## src/rtl/bullet_controller.sv

```systemverilog
// Per-slot bullet controller: launches from the owning tank on request, steps once
// per frame, explodes on collision or field edge, then returns to idle.
module bullet_controller #(
   parameter logic [8:0] Bullet_Size    = 9'd4,
   parameter logic [8:0] Tank_Size      = 9'd32,
   parameter logic [8:0] Bullet_Speed   = 9'd2,
   parameter logic [8:0] Field_Max      = 9'd415,
   parameter logic [3:0] Explode_Frames = 4'd8
) (
   input  logic       Clk,
   input  logic       Reset,
   input  logic       frame_tick,
   input  logic       fire,
   input  logic [8:0] Tank_X,
   input  logic [8:0] Tank_Y,
   input  logic [1:0] Tank_Dir,
   input  logic       hit_bullet,
   input  logic       hit_wall,
   input  logic       hit_tank,
   output logic [8:0] Bullet_X,
   output logic [8:0] Bullet_Y,
   output logic [1:0] Bullet_State,
   output logic [1:0] Bullet_Dir,
   output logic       fire_ack,
   output logic       explode_done
);

   typedef enum logic [1:0] {IDLE = 2'b00, FLYING = 2'b01, EXPLODE = 2'b10} state_t;

   // 10-bit working width keeps edge sums from wrapping.
   localparam logic [9:0] BS   = {1'b0, Bullet_Size};
   localparam logic [9:0] TS   = {1'b0, Tank_Size};
   localparam logic [9:0] SPD  = {1'b0, Bullet_Speed};
   localparam logic [9:0] LIM  = {1'b0, Field_Max} + 10'd1;
   localparam logic [9:0] EDGE = LIM - BS;
   localparam logic [9:0] OFF  = (TS - BS) >> 1;

   state_t     state_q, state_d;
   logic [8:0] x_q, x_d, y_q, y_d;
   logic [1:0] dir_q, dir_d;
   logic       pend_q, pend_d;
   logic [3:0] cnt_q, cnt_d;
   logic       ack_q, ack_d, done_q, done_d;

   logic [9:0] tx, ty, bx, by, sx, sy, nx, ny;
   logic       s_oob, n_oob, hit_any;

   assign tx      = {1'b0, Tank_X};
   assign ty      = {1'b0, Tank_Y};
   assign bx      = {1'b0, x_q};
   assign by      = {1'b0, y_q};
   assign hit_any = hit_bullet | hit_wall | hit_tank;

   // Spawn point just outside the tank's leading face, centred on the other axis.
   always_comb begin
      sx    = tx + OFF;
      sy    = ty + OFF;
      s_oob = 1'b0;
      case (Tank_Dir)
         2'b00: if (ty < BS) begin sy = '0; s_oob = 1'b1; end else sy = ty - BS;
         2'b01: begin
            sx = tx + TS;
            if (sx + BS > LIM) begin sx = EDGE; s_oob = 1'b1; end
         end
         2'b10: begin
            sy = ty + TS;
            if (sy + BS > LIM) begin sy = EDGE; s_oob = 1'b1; end
         end
         default: if (tx < BS) begin sx = '0; s_oob = 1'b1; end else sx = tx - BS;
      endcase
   end

   always_comb begin
      nx    = bx;
      ny    = by;
      n_oob = 1'b0;
      case (dir_q)
         2'b00: if (by < SPD) begin ny = '0; n_oob = 1'b1; end else ny = by - SPD;
         2'b01: if (bx + SPD + BS > LIM) begin nx = EDGE; n_oob = 1'b1; end else nx = bx + SPD;
         2'b10: if (by + SPD + BS > LIM) begin ny = EDGE; n_oob = 1'b1; end else ny = by + SPD;
         default: if (bx < SPD) begin nx = '0; n_oob = 1'b1; end else nx = bx - SPD;
      endcase
   end

   always_comb begin
      state_d = state_q;
      x_d     = x_q;
      y_d     = y_q;
      dir_d   = dir_q;
      pend_d  = pend_q;
      cnt_d   = cnt_q;
      ack_d   = 1'b0;
      done_d  = 1'b0;
      case (state_q)
         IDLE: begin
            if (fire) pend_d = 1'b1;
            if (frame_tick && (fire || pend_q)) begin
               pend_d = 1'b0;
               ack_d  = 1'b1;
               dir_d  = Tank_Dir;
               x_d    = sx[8:0];
               y_d    = sy[8:0];
               if (s_oob) begin
                  state_d = EXPLODE;
                  cnt_d   = Explode_Frames - 4'd1;
               end else begin
                  state_d = FLYING;
               end
            end
         end
         FLYING: if (frame_tick) begin
            if (hit_any) begin
               state_d = EXPLODE;
               cnt_d   = Explode_Frames - 4'd1;
            end else begin
               x_d = nx[8:0];
               y_d = ny[8:0];
               if (n_oob) begin
                  state_d = EXPLODE;
                  cnt_d   = Explode_Frames - 4'd1;
               end
            end
         end
         EXPLODE: if (frame_tick) begin
            if (cnt_q == 4'd0) begin
               state_d = IDLE;
               done_d  = 1'b1;
            end else begin
               cnt_d = cnt_q - 4'd1;
            end
         end
         default: state_d = IDLE;
      endcase
   end

   always_ff @(posedge Clk) begin
      if (Reset) begin
         state_q <= IDLE;
         x_q     <= '0;
         y_q     <= '0;
         dir_q   <= '0;
         pend_q  <= 1'b0;
         cnt_q   <= '0;
         ack_q   <= 1'b0;
         done_q  <= 1'b0;
      end else begin
         state_q <= state_d;
         x_q     <= x_d;
         y_q     <= y_d;
         dir_q   <= dir_d;
         pend_q  <= pend_d;
         cnt_q   <= cnt_d;
         ack_q   <= ack_d;
         done_q  <= done_d;
      end
   end

   assign Bullet_X     = x_q;
   assign Bullet_Y     = y_q;
   assign Bullet_State = state_q;
   assign Bullet_Dir   = dir_q;
   assign fire_ack     = ack_q;
   assign explode_done = done_q;

endmodule

```

## config.mk

```make
export PLATFORM = sky130hd
export DESIGN_NAME = bullet_controller
export DESIGN_NICKNAME = d
export VERILOG_FILES = /design/src/rtl/bullet_controller.sv
export SDC_FILE = /design/constraint.sdc
export NUM_CORES = 1
export LEC_CHECK = 0
export BUFFER_PORTS_ARGS = -buffer_cell sky130_fd_sc_hd__buf_4
export CORE_MARGIN = 1.5
export CORE_UTILIZATION = 40
export DETAILED_ROUTE_END_ITERATION = 16
export PLACE_DENSITY = 0.65
export SETUP_SLACK_MARGIN = 0.4
export SKIP_CTS_REPAIR_TIMING = 1
export SYNTH_ARGS = -nofsm -noshare
export SYNTH_HDL_FRONTEND = slang
export SYNTH_SLANG_ARGS = --single-unit
export TNS_END_PERCENT = 100
```

## constraint.sdc

```tcl
create_clock -name Clk -period 3.1 [get_ports Clk]
set_input_delay 0.155 -clock Clk [delete_from_list [all_inputs] [get_ports Clk]]
set_output_delay 0.155 -clock Clk [all_outputs]
set_load 0.02 [all_outputs]
```

# Word level (Yosys, flattened, before mapping)
# Cells that the tools add are included.
classes:
  add_sub_neg: 15
  magnitude_cmp: 8
  eq_ne: 16
  n_mux: 50
  n_bitwise: 5
  reduce_logical: 19
op_table:
  columns: ["cell", "count"]
  rows:
  - ["2-to-1 mux 9 bit", 14]
  - ["case mux 9 bit (2 select lines)", 6]
  - ["adder 10 x 3 -> 10 bit (second input constant)", 4]
  - ["> comparator 10 x 9 -> 1 bit (second input constant)", 4]
  - ["2-to-1 mux 4 bit", 7]
  - ["adder 9 x 2 -> 10 bit (second input constant)", 2]
  - ["adder 9 x 6 -> 10 bit (second input constant)", 2]
  - ["adder 9 x 4 -> 9 bit (second input constant)", 2]
  - ["< comparator 9 x 2 -> 1 bit (second input constant)", 2]
  - ["< comparator 9 x 3 -> 1 bit (second input constant)", 2]
  - ["subtractor 9 x 2 -> 9 bit (second input constant)", 2]
  - ["subtractor 9 x 3 -> 9 bit (second input constant)", 2]
  - ["!= test 2 bit (second input constant)", 8]
  - ["AND reduction 5 bit", 3]
  - ["2-to-1 mux 2 bit", 7]
  - ["2-to-1 mux 1 bit", 12]
  - ["case mux 4 bit (3 select lines)", 1]
  - ["AND reduction 7 bit", 1]
  - ["== test 2 x 1 -> 1 bit (second input constant)", 3]
  - ["== test 2 bit (second input constant)", 3]
  - ["logical NOT 2 bit", 3]
  - ["case mux 1 bit (3 select lines)", 2]
  - ["case mux 2 bit (3 select lines)", 1]
  - ["OR reduction 2 bit", 3]
  - ["12 further kinds", 17]
word_totals:
  regBits: 29
  inputBits: 27
  out_inout_bits: 24
  elab_cells: 121

# Logic depth before layout (Yosys ltp)
logic_depth:
  ltp_word: 9
  depth_mapped: 11
  depth_no_buf: 10

# Worst setup path before layout
# No wires, ideal clock.
synth_path:
  kind: "register -> register"
  start: "register x_q[1] (netlist: Bullet_X[1])"
  end: "register x_q[0] (netlist: Bullet_X[0])"
  setup_ns: 0.067
  arrival_time_ns: 2.464
  t_required_ns: 3.033
  slack_ns: 0.569
  stages_incl_launch_ff: 11
  n_path_buf: 1
  period_less_slack_ns: 2.531
  cell_sequence: "dfxtp_1 -> buf_4 -> inv_1 -> ha_1 -> or4b_4 -> or3_4 -> or2_4 -> nor2_4 -> o21ai_2 -> or3_1 -> a21oi_2"
synth_via:
  elab_chain_len: 8
  elab_cells_between_ends: 10
  cone_classes: "add/sub (2); order compare (2); mux (6)"
synth_rtl:
  columns: ["element", "line_no", "rtl"]
  rows:
  - ["start, declared", "39", "logic [8:0] x_q, x_d, y_q, y_d;"]
  - ["start signal, assigned", "139", "x_q <= '0;"]
  - ["start signal, assigned", "148", "x_q <= x_d;"]
  - ["adder 9 x 2 -> 10 bit", null, null]
  - ["adder 10 x 3 -> 10 bit", "79", "2'b01: if (bx + SPD + BS > LIM) begin nx = EDGE; n_oob = 1'b1; end else nx = bx + SPD;"]
  - ["> comparator 10 x 9 -> 1 bit", "79", null]
  - ["2-to-1 mux 9 bit", "79", null]
  - ["case mux 9 bit (2 select lines) (*)", "77", "case (dir_q)"]
  - ["2-to-1 mux 9 bit (*)", "112", "if (hit_any) begin"]
  - ["2-to-1 mux 9 bit (*)", "111", "FLYING: if (frame_tick) begin"]
  - ["case mux 9 bit (2 select lines) (*)", "94", "case (state_q)"]
# Mark *: on every way between the ends. The rest lies on a longest branch, timed or not. The select of a mux whose other input is x is not followed.
# A chain may end at the register's enable or synchronous reset.

# Final worst setup path
layout_path:
  start: "register x_q[1] (netlist: Bullet_X[1])"
  end: "register cnt_q[1]"
layout_via:
  elab_chain_len: 7
  elab_cells_between_ends: 9
  cone_classes: "add/sub (2); order compare (2); eq/ne (1); mux (3); reduce/logical (1)"
layout_rtl:
  columns: ["element", "line_no", "rtl"]
  rows:
  - ["adder 9 x 2 -> 10 bit", null, null]
  - ["adder 10 x 3 -> 10 bit", "79", null]
  - ["> comparator 10 x 9 -> 1 bit", "79", null]
  - ["2-to-1 mux 1 bit", "79", null]
  - ["case mux 1 bit (3 select lines) (*)", "77", null]
  - ["!= test 3 bit (no line) (*)", null, null]
  - ["AND reduction 7 bit (no line) (*)", null, null]
  - ["end signal, assigned", "152", "cnt_q <= cnt_d;"]
  - ["end, declared", "42", "logic [3:0] cnt_q, cnt_d;"]
# Mark *: on every way between the ends. The rest lies on a longest branch, timed or not.

==> metrics.csv <==
metric,value,unit
post-synthesis to final-layout area growth,12.1,%
drt first-iter violations,245,
DR DRC count,0,
Detailed Place HPWL,7.71,mm
ranking of synthesized cells by area,"dfxtp_1 (16%), ha_1 (7.0%), nand2_1 (6.8%)",
Port-buffer cells,50,
reg2reg path depth,9,
WL/cell,15.6,um
Post-DP Area,0.00406,mm2
Hold WC Path Type,input pin to flip-flop,
grt ovf,0,
clock skew,4.42,ps
largest net degree at the start of global routing,39,
post-synthesis sequential area ratio,15.5,%
FMAX,390,MHz
Avg Vias per Cell,6.03,
WP data required,3300,ps
Worst Hold Path EP,pend_q,
Max-Cap Viols,0,
status,"complete, no violations",
Post-synth EDFFs,0,
io pins,51,
drt pass-1 iters,5,
leakage,1.61,nW
Final Cycle Share,82.8,%
Via Count,3992,
Critical Path AT,2760,ps
Die Y-Extent,99.7,um
overall routing resource usage,20.9,%
final hold vios,0,
Slew HR,48.4,%
"Clk Latency, worst-skew pair",280,ps
pwr dens,396,mW/mm2
Final Max Tran Viols,0,
Core Footprint,0.00915,mm2
CTS tree,yes,
row count,35,
worst vdd ir,169,uV
min cycle time layout,2570,ps
full die area,0.00994,mm2
GP Congestion,0.911,
Worst-Margin Slew,772,ps
top_reg_cell synth,dfxtp_1,
Critical Path End Type,flip-flop,
FF/Latch Area,591,um2
CTS H-Tree Depth,2,
setup violators final,0,
nets,598,
Yosys top cell by area,dfxtp_1,
DRT antenna net count,0,
synthesized cell area,0.00374,mm2
ys async rst share,0,%
RR Endpoint,cnt_q[1],
Yosys cell types,77,
FF-to-FF setup slack,530,ps
# clock sinks,29,
RSZ-0062 raised after global routing,yes,
reg-to-reg startpoint,Bullet_X[1],
first-pass GRT wire length,17.2,mm
starting density of the core,40.9,%
vias in the first global route,3575,
"FF+latch count, synth",29,
synthesized instance count,535,
worst-case clock buffer depth,2,
post-synth top area share,15.5,%
WL final,10.4,mm
Root Buffer,clkbuf_8,
multi-input logic area,0.00288,mm2
yosys warns,0,
Num CTS Buffers,5,
Fill cells,930,
Worst Path Max Fanout,13,
hold depth,2,
critical path launch point type,flip-flop,
Inserted Diodes,0,
HP Start,frame_tick,
Die Wd,99.7,um
initial antenna violation count,0,
layout cell share with drive strength beyond 1,16.0,%
clock slew at reported path FFs,70,ps
"Worst Path Class, Setup",flip-flop to flip-flop,
Final Instance Area,0.00419,mm2
Mapped Avg Cell Area,6.99,um2
Mapped Nets,583,
final setup TNS,0,ps
## area by class of cell
cell class                      instances  area share, %
Sequential cell                        29           14.1
Multi-Input combinational cell        440           68.6
Inverter                               22           1.97
Timing Repair Buffer                   52           9.31
Tap cell                              111           3.31
Clock inverter                          1          0.716
Clock buffer                            7           2.06
## Yosys cell counts (all sizes together) (3+ instances only)
library cell and n:
ha 21, o221ai 9, a221oi 7, nand2 68, o21a 3, nand3b 5
nor2b 10, nor2 40, a31oi 12, o22ai 3, a21o 5, o31ai 7
nand3 26, clkbuf 28, o21ai 29, mux2i 4, a22oi 4, nor4b 3
a21oi 45, xnor2 14, a32oi 4, a21boi 7, buf 16, inv 22
nand2b 8, dfxtp 29, or3 7, nor3 23, xor2 8, nand4 6
nor3b 6, and4 4, o211ai 8, a211oi 9, o22a 3
## state kept, by name, indices dropped and copies added, names as in the netlist
name	flops
Bullet_Dir	2
Bullet_State	2
Bullet_X	9
Bullet_Y	9
cnt_q	4
explode_done	1
fire_ack	1
pend_q	1
## per-layer routing
metal	wire, um	GRT usage [%]	vias to the layer above
li1	-	-	2009
met1	4990	29.5	1865
met2	4720	33.0	107
met3	542	3.23	11
met4	106	5.74	0
met5	0	0	-
## stage by stage
step	total power [mW]	hold slack [ps]	setup WS (ps)	instances	util, %
after CTS	1.66	101	450	662	45.6
final	1.66	108	534	662	45.8
after detailed placement	1.24	404	488	654	44.3
after global routing	1.77	109	397	662	45.8
after global placement	1.24	399	523	654	44.3
after floorplan	1.04	252	569	535	-
## power by group
group	switching [mW]	total, mW	internal [mW]	leakage [nW]
logic	0.432	0.747	0.314	1.32
registers	0.0891	0.501	0.412	0.240
clock network	0.151	0.413	0.262	0.0585
total	0.672	1.66	0.988	1.61
## placed cells by master, fill, tap and decap left out, types with 7 or more instances in the layout
cell | Yosys | routed
ha_1 | 21 | 18
a31oi_1 | 12 | 12
o221ai_1 | 9 | 9
a21oi_1 | 44 | 44
o21ai_0 | 26 | 26
dfxtp_1 | 29 | 23
o211ai_1 | 8 | 8
nor2_1 | 38 | 38
a21boi_0 | 7 | 7
nand2_1 | 68 | 68
nor3_1 | 23 | 23
a211oi_1 | 9 | 9
nand2b_1 | 8 | 8
nor2b_1 | 10 | 10
buf_4 | 3 | 52
nand3_1 | 25 | 25
xor2_1 | 8 | 8
xnor2_1 | 13 | 13
inv_1 | 22 | 22
## cells by family (layout without fill, tap and decap cells)
logic type	Yosys count	count (layout)	share of synthesized area, %
multiplexers	5	5	1.37
flip-flops	29	29	15.5
AND/OR/NAND/NOR	218	218	30.1
AO/OA/AOI/OAI	174	174	32.8
buffers and inverters	66	82	7.83
adder cells (fa/ha/maj)	21	21	7.03
XOR/XNOR	22	22	5.35
## worst max path at each step
stage | start | slack (ps) | to | cells past startpoint
CTS | Bullet_Y[1] | 450 | cnt_q[1] | 9
finish | Bullet_X[1] | 530 | cnt_q[1] | 9
global placement | Bullet_Y[1] | 520 | cnt_q[3] | 8
floorplan | Bullet_X[1] | 570 | Bullet_X[0] | 10
global route | Bullet_X[4] | 400 | cnt_q[3] | 8
detailed placement | Bullet_Y[1] | 490 | cnt_q[1] | 9
## critical path: stages (launching register included)
cell      delay (ps)
dfxtp_2          390
inv_1            120
ha_2             210
or4b_4           480
or3_4            360
nor2_2           130
a31oi_1          110
a41oi_2          340
o21ai_2          120
a221oi_2         210
Note: power is estimated with default switching activity, not from simulation.
